<file path="config.mk">
export PLATFORM = sky130hd
export DESIGN_NAME = calc2_port_engine
export DESIGN_NICKNAME = d
export VERILOG_FILES = /design/src/rtl/calc2_port_engine.sv
export SDC_FILE = /design/constraint.sdc
export NUM_CORES = 1
export LEC_CHECK = 0
export ABC_AREA = 0
export ABC_CLOCK_PERIOD_IN_PS = 8150
export CELL_PAD_IN_SITES_DETAIL_PLACEMENT = 1
export CELL_PAD_IN_SITES_GLOBAL_PLACEMENT = 1
export CORE_ASPECT_RATIO = 1.5
export CORE_MARGIN = 4
export CORE_UTILIZATION = 27
export DETAILED_ROUTE_END_ITERATION = 6
export HOLD_SLACK_MARGIN = 0.02
export PLACE_DENSITY_LB_ADDON = 0.1
export RECOVER_POWER = 25
export SYNTH_ARGS = -nofsm -noshare
export SYNTH_HDL_FRONTEND = slang
export SYNTH_SLANG_ARGS = --single-unit
</file>
<file path="constraint.sdc">
create_clock -name c_clk -period 8.15 [get_ports c_clk]
set_clock_uncertainty 0.2 [all_clocks]
set_input_delay 1.2225 -clock c_clk [delete_from_list [all_inputs] [get_ports c_clk]]
set_output_delay 1.2225 -clock c_clk [all_outputs]
set_load 0.05 [all_outputs]
</file>
<file path="src/rtl/calc2_port_engine.sv">
// calc2_port_engine: calc2 responder port, two-cycle request capture, in-order queue, multi-cycle ALU, tagged response
module calc2_port_engine #(
  parameter int DEPTH     = 4,
  parameter int ADD_LAT   = 3,
  parameter int SHIFT_LAT = 6
) (
  input  logic        c_clk,
  input  logic        reset,
  input  logic [3:0]  req_cmd_in,
  input  logic [31:0] req_data_in,
  input  logic [1:0]  req_tag_in,
  output logic [1:0]  out_resp,
  output logic [31:0] out_data,
  output logic [1:0]  out_tag,
  output logic        drop_err
);
  localparam logic CAP_IDLE = 1'b0;
  localparam logic CAP_OP2  = 1'b1;
  localparam logic EX_IDLE  = 1'b0;
  localparam logic EX_BUSY  = 1'b1;
  localparam int PW   = DEPTH > 1 ? $clog2(DEPTH) : 1;
  localparam int CW   = $clog2(DEPTH + 1);
  localparam int MAXL = ADD_LAT > SHIFT_LAT ? ADD_LAT : SHIFT_LAT;
  localparam int LW   = $clog2(MAXL + 1);
  logic          cap_state;
  logic [3:0]    cap_cmd;
  logic [1:0]    cap_tag;
  logic [31:0]   cap_op1;
  logic          ex_state;
  logic [LW-1:0] ex_cnt;
  logic [69:0]   ex_ent;
  logic [69:0]   q [DEPTH];
  logic [PW-1:0] head;
  logic [PW-1:0] tail;
  logic [CW-1:0] q_cnt;
  logic          new_valid;
  logic [69:0]   new_ent;
  logic          done;
  logic          free;
  logic          pop;
  logic          direct;
  logic          push;
  logic          drop;
  logic          start;
  logic [69:0]   start_ent;
  logic [LW-1:0] start_lat;
  logic [3:0]    ecmd;
  logic [31:0]   op1;
  logic [31:0]   op2;
  logic [32:0]   sum;
  logic          under;
  logic [1:0]    res_resp;
  logic [31:0]   res_data;
  always_comb begin
    new_valid = cap_state == CAP_OP2;
    new_ent   = {cap_cmd, cap_tag, cap_op1, req_data_in};
    done      = ex_state == EX_BUSY && ex_cnt == LW'(1);
    // a finishing unit counts as free so the next command starts on the same edge
    free      = ex_state == EX_IDLE || done;
    pop       = done && q_cnt != '0;
    direct    = new_valid && free && q_cnt == '0;
    push      = new_valid && !direct && (q_cnt != CW'(DEPTH) || pop);
    drop      = new_valid && !direct && !push;
    start     = pop || direct;
    start_ent = pop ? q[head] : new_ent;
    start_lat = (start_ent[69:66] == 4'd5 || start_ent[69:66] == 4'd6) ? LW'(SHIFT_LAT) : LW'(ADD_LAT);
    ecmd      = ex_ent[69:66];
    op1       = ex_ent[63:32];
    op2       = ex_ent[31:0];
    sum       = {1'b0, op1} + {1'b0, op2};
    under     = op2 > op1;
    res_resp  = ecmd == 4'd1 ? (sum[32] ? 2'd2 : 2'd1) :
                ecmd == 4'd2 ? (under ? 2'd2 : 2'd1) :
                (ecmd == 4'd5 || ecmd == 4'd6) ? 2'd1 : 2'd2;
    res_data  = ecmd == 4'd1 ? (sum[32] ? 32'd0 : sum[31:0]) :
                ecmd == 4'd2 ? (under ? 32'd0 : op1 - op2) :
                ecmd == 4'd5 ? op1 << op2[4:0] :
                ecmd == 4'd6 ? op1 >> op2[4:0] : 32'd0;
  end
  always_ff @(posedge c_clk) begin
    if (push) q[tail] <= new_ent;
  end
  always_ff @(posedge c_clk) begin
    if (reset) begin
      cap_state <= CAP_IDLE;
      cap_cmd   <= '0;
      cap_tag   <= '0;
      cap_op1   <= '0;
      ex_state  <= EX_IDLE;
      ex_cnt    <= '0;
      ex_ent    <= '0;
      head      <= '0;
      tail      <= '0;
      q_cnt     <= '0;
      out_resp  <= '0;
      out_data  <= '0;
      out_tag   <= '0;
      drop_err  <= 1'b0;
    end else begin
      cap_state <= (cap_state == CAP_IDLE && req_cmd_in != 4'd0) ? CAP_OP2 : CAP_IDLE;
      if (cap_state == CAP_IDLE) begin
        cap_cmd <= req_cmd_in;
        cap_tag <= req_tag_in;
        cap_op1 <= req_data_in;
      end
      if (push) tail <= tail == PW'(DEPTH - 1) ? '0 : tail + PW'(1);
      if (pop) head <= head == PW'(DEPTH - 1) ? '0 : head + PW'(1);
      q_cnt <= q_cnt + CW'(push) - CW'(pop);
      if (start) begin
        ex_state <= EX_BUSY;
        ex_ent   <= start_ent;
        ex_cnt   <= start_lat;
      end else if (done) begin
        ex_state <= EX_IDLE;
      end else if (ex_state == EX_BUSY) begin
        ex_cnt <= ex_cnt - LW'(1);
      end
      out_resp <= done ? res_resp : 2'd0;
      out_data <= done ? res_data : 32'd0;
      out_tag  <= done ? ex_ent[65:64] : 2'd0;
      drop_err <= drop_err | drop;
    end
  end
endmodule

</file>
Word-level counts from Yosys, hierarchy flattened:

Memory sizes are Yosys's and may differ from the RTL's. A register that Yosys moved wholly into a read port is not among the register bits.
Cells that the tools add are included.

* add/sub/neg operators: 7
* shift-type cells: 2
* muxes and demuxes: 25
* bitwise logic cells: 4
* reductions and logical operators: 22
* equality and inequality tests: 11
* $lt $le $gt $ge: 1

Operator list (number)
* 32-bit 2-to-1 mux: 6
* 70-bit 2-to-1 mux: 1
* 32-bit by 32-bit adder with 33-bit output: 1
* 32-bit greater-than comparator: 1
* 32-bit by 5-bit left shift with 32-bit output: 1
* 32-bit by 5-bit >> shifter with 32-bit output: 1
* 32-bit subtractor: 1
* 2-bit 2-to-1 mux: 9
* 4-bit by 3-bit == test with 1-bit output (second input constant): 4
* 3-bit 2-to-1 mux: 4
* 1-bit logical AND: 8
* 1-bit logical OR: 5
* 1-bit 2-to-1 mux: 5
* 2-bit by 1-bit adder with 2-bit output (second input constant): 2
* 2-bit == test (second input constant): 2
* 4-bit by 1-bit == test with 1-bit output (second input constant): 1
* 4-bit by 2-bit == test with 1-bit output (second input constant): 1
* 2-bit nonzero test: 2
* 4-bit nonzero test: 1
* 3-bit by 1-bit adder with 3-bit output: 1
* 3-bit by 1-bit == test with 1-bit output (second input constant): 1
* 3-bit logical NOT: 1
* 3-bit inequality test (second input constant): 1
* 1-bit inverter: 3
* other kinds (8): 9

* register bits after elaboration: 157
* input port bits: 40
* logic and storage cells: 87
* memories kept: 1
* memory bits (writable): 280
* output and inout port bits: 37

Memory list
* q: words 4, width 70, read ports 1, clocked after Yosys merged registers in 1, wr ports 1, RTL line 32 `logic [69:0] q [DEPTH];`

Depth between registers and ports, before layout:

* word-level depth: 11
* gate-level depth with buffers: 15
* gate-level depth less buffers: 14

Least setup slack after synthesis:

OpenSTA, ideal clock, no wires.

* path kind: register to register
* start: reg ex_ent[2]
* end: reg out_data[28]
* period minus slack after synthesis: 3.722 ns
* arrival: 3.402 ns
* path slack: 4.428 ns
* required time: 7.830 ns
* cell stages (with the launch flop): 15
* library setup time: 0.120 ns
* buffers on the path: 3
* path through: dfxtp_1 -> clkbuf_1 -> inv_2 -> buf_1 -> buf_2 -> ha_1 -> o21bai_1 -> o2111ai_2 -> a311oi_2 -> a211oi_4 -> o21ai_4 -> o21ai_4 -> a211oi_1 -> o21ba_1 -> o31a_1

* cells in the longest elaborated chain, start to end: 5
* elaborated cells between the ends (all ways): 11
* classes of those cells: add/sub: 2; order compare: 1; shift: 2; mux: 6

Ends and longest elaborated chain
* start: declaration: RTL line 31 `logic [69:0] ex_ent;`
* start signal: assignment: RTL line 111 `ex_ent <= start_ent;`
* parallel branches: the longest is 4 deep, another holds 32-bit subtractor
* 32-bit 2-to-1 mux (*): RTL line 75 `res_data = ecmd == 4'd1 ? (sum[32] ? 32'd0 : sum[31:0]) :`
* end signal: assignment: RTL line 119 `out_data <= done ? res_data : 32'd0;`
* end: declaration: RTL line 13 `output logic [31:0] out_data,`

Every way passes the cells marked *.
A chain may end at the register's enable or synchronous reset.

Final worst setup path:

* start: reg ex_ent[3]
* end: reg out_data[0]

* cells in the longest elaborated chain, start to end: 5
* elaborated cells between the ends (all ways): 10
* classes of those cells: add/sub: 1; order compare: 1; shift: 2; mux: 6

Ends and longest elaborated chain (RTL line)
* parallel branches: the longest is 4 deep, another holds 32-bit greater-than comparator
* 32-bit 2-to-1 mux (*): 75

Marked as above.

==> reports/metrics.yaml <==
hold_start: "ex_ent[65]"
core_mm2: 0.0843
h-tree-depth: 2
ys_types: 90
arrival_ns: 5.74
grt_max_degree: 73
cp-start-kind: "flip-flop"
die-area_mm2: 0.0901
fp.dieW_um: 246
r2r_cells: 13
end_kind: "flip-flop"
max_freq_mhz: 184
period_share_pct: 66.7
synth_mux_area_share_pct: 14.0
cts.sinks: 439
clock_latency_ns: 0.60
yosys.area_share.xor_xnor_pct: 1.29
grt_overflow: 0
p_leak_nw: 8.89
vias: 17000
dp.cells: 3164
critical_path_class: "reg -> reg"
place_congestion: 0.899
grt_pass1_wl_um: 126000
cts-buffers-inserted: 47
r2r_start: "ex_ent[3]"
yosys_most_used_dff: "edfxtp_1"
cts-root-buf: "clkbuf_16"
hold_buffers: 0
r2r_setup_slack_ns: 2.72
clk_pin_slew_ns: 0.06
drt-initial-drc-count: 1025
fin_util_pct: 31.3
cp_max_fo: 72
area_delta_synth_final_pct: 14.4
fillers: 9343
async_flop_share_pct: 0
cts.repair.resized: 0
tritoncts: "built"
rsz0062_at_grt: "false"
avgViaCountPerCell: 5.22
post-place-ws_ns: 2.82
cp.buffers_inverters: 3
critPathRequiredTime_ns: 8.45
port_buffers: 76
grt_pass1_vias: 18000
synth_top_family_by_area: "compound AO/OA/AOI/OAI gates"
period_needed_ns: 5.43
slew_headroom_pct: 24.6
syn_area_mm2: 0.0230
hold_path_end: "ex_ent[65]"
syn-num-nets: 2195
synth_fa_ha_area_share_pct: 4.34
syn_inst: 2077
design_area_mm2: 0.0263
track_usage_pct: 18.7
ir_worst_vdd_v: 0.000150
final_cell_count_no_fill: 3251
setup_slack_ns: 2.72
seq_area_frac_synth_pct: 50.3
drtAntennaViolNets: 0
antennaDiodeCount: 0
place_area_mm2: 0.0248
cts_setup_buffers: 0
hold_viol: 0
synth-seq-cells: 439
min_path_cells: 2
synth-edff-count: 280
synth_area_per_cell_um2: 11.1
rows: 130
synthSimpleGateAreaFrac_pct: 10.5
outcome: "finished clean"
maxSlewViolCount: 0
worstSetupStartpoint: "ex_ent[3]"
ios: 77
cp_top_family: "compound AO/OA/AOI/OAI gates"
clock_path_buffers: 3
yosys_warnings: 0
drive_gt1_share_pct: 12.0
drc: 0
timing.setup.tns_ns: 0
setup_viol: 0
p_per_area_mw_per_mm2: 252
synth_compound_gate_area_share_pct: 15.6
r2r-end: "out_data[0]"
dpl.hpwl_um: 59800
finalPower_mw: 6.63
path_cells: "buf_4, clkinv_1, ha_1, o211ai_1, a21oi_1, o21ai_0, a31oi_1, o221ai_2, o31ai_4, buf_4, nor2_1, o221a_2, nor2_1"
tightest_slew_ns: 1.12
wl_um: 85400
crit_path_max_incr_delay_ns: 0.75
drtPass1Iterations: 7
antenna_found_initial: 0
fin_nets: 2209
worst_hold_slack_ns: 0.251
min-delay-path-class: "reg -> reg"
fp.dieH_um: 366
max_cap_viol_count: 0
wire_per_inst_um: 26.3
cp_slowest_cell: "clkinv_1"
start_util_pct: 27.3
## worst max path at each step
stage,end,slack (ns),depth (start not counted)
3_5_place_dp,out_data[0],2.82,13
6_report,out_data[0],2.72,13
2_1_floorplan,out_data[28],4.43,14
3_3_place_gp,out_data[0],2.93,13
4_1_cts,out_data[0],2.79,13
5_1_grt,out_data[0],2.39,13
## registers in the layout (all words and copies together), names as in the netlist, 3 cells and up, named ones only
name	cells
q	280
ex_ent	70
cap_op1	32
out_data	32
cap_cmd	4
ex_cnt	3
q_cnt	3
## cell usage in the layout (no fill, tap or decap), types with 11 or more instances in the layout
cell,netlist,layout
a211oi_1,21,21
a21o_1,13,13
a21oi_1,210,210
a22oi_1,73,73
a31oi_1,33,33
and2_1,15,11
and3_1,15,14
buf_4,9,29
clkbuf_1,84,11
clkbuf_16,0,47
clkdlybuf4s50_1,0,65
dfxtp_1,159,152
edfxtp_1,280,280
ha_1,75,75
inv_1,76,75
mux2_2,19,19
mux2i_1,98,98
mux4_2,90,90
nand2_1,193,193
nand2b_1,19,19
nand3_1,19,19
nor2_1,193,190
nor2b_1,17,17
nor3_1,32,32
o21ai_0,66,66
o22ai_1,24,24
o31ai_1,11,11
xnor2_1,27,27
## cells by family after synthesis
logic type	after synthesis
buffers and inverters	220
muxes	207
adders and majority gates	78
xor gates and xnor gates	34
DFF	439
AOI/OAI and AO/OA	553
and+or+nand+nor	546
## Yosys cell counts, types with 9 or more instances
cell | instances | area [um^2]
o31ai_1 | 11 | 82.6
mux4_2 | 90 | 2030
o211ai_1 | 10 | 75.1
a31oi_1 | 33 | 206
clkbuf_1 | 84 | 315
buf_4 | 9 | 67.6
o22ai_1 | 24 | 150
nand4_1 | 10 | 62.6
dfxtp_1 | 159 | 3180
nand2b_1 | 19 | 119
and3_1 | 15 | 93.8
a21oi_1 | 210 | 1050
ha_1 | 75 | 938
mux2i_1 | 98 | 981
and2_1 | 15 | 93.8
nand3_1 | 19 | 95.1
edfxtp_1 | 280 | 8410
o21ai_0 | 66 | 330
nand2_1 | 193 | 724
nor4_1 | 9 | 56.3
nor3_1 | 32 | 160
buf_1 | 21 | 78.8
buf_2 | 23 | 115
a22oi_1 | 73 | 548
inv_1 | 76 | 285
a211oi_1 | 21 | 158
mux2_2 | 19 | 214
nor2_1 | 193 | 724
xnor2_1 | 27 | 236
a21o_1 | 13 | 97.6
nor2b_1 | 17 | 106
## layer usage
metal	vias to the layer above	share of wire [%]	routed length [um]	track usage, %
li1	7808	-	-	-
met4	0	3.0	2580	5.51
met2	328	52	44100	34.1
met1	8726	42	36200	23.4
met3	104	3.0	2580	1.90
met5	-	0	0	0
## area by class of cell
class                      instances  area, um^2  share of cell area, %
sequential                       439       11600                   44.1
multi-input combinational       1418       10600                   40.0
tap                             1122        1400                   5.33
clock buffer                      58        1220                   4.62
timing repair buffer             104         968                   3.68
inverter                          81         304                   1.15
clock inverter                    29         294                   1.12
## power by group
part           leakage, nW  internal [mW]  total, mW  switching (mW)
Clock                0.728           1.18       2.12           0.942
Combinational         4.29          0.612       1.82            1.21
Sequential            3.87           2.54       2.69           0.156
## worst min-delay path, stage by stage (launching register included)
cell and delay, ns:
dfxtp_1 0.30, nand2_1 0.05, a21oi_1 0.05
Note: power is estimated with default switching activity, not from simulation.
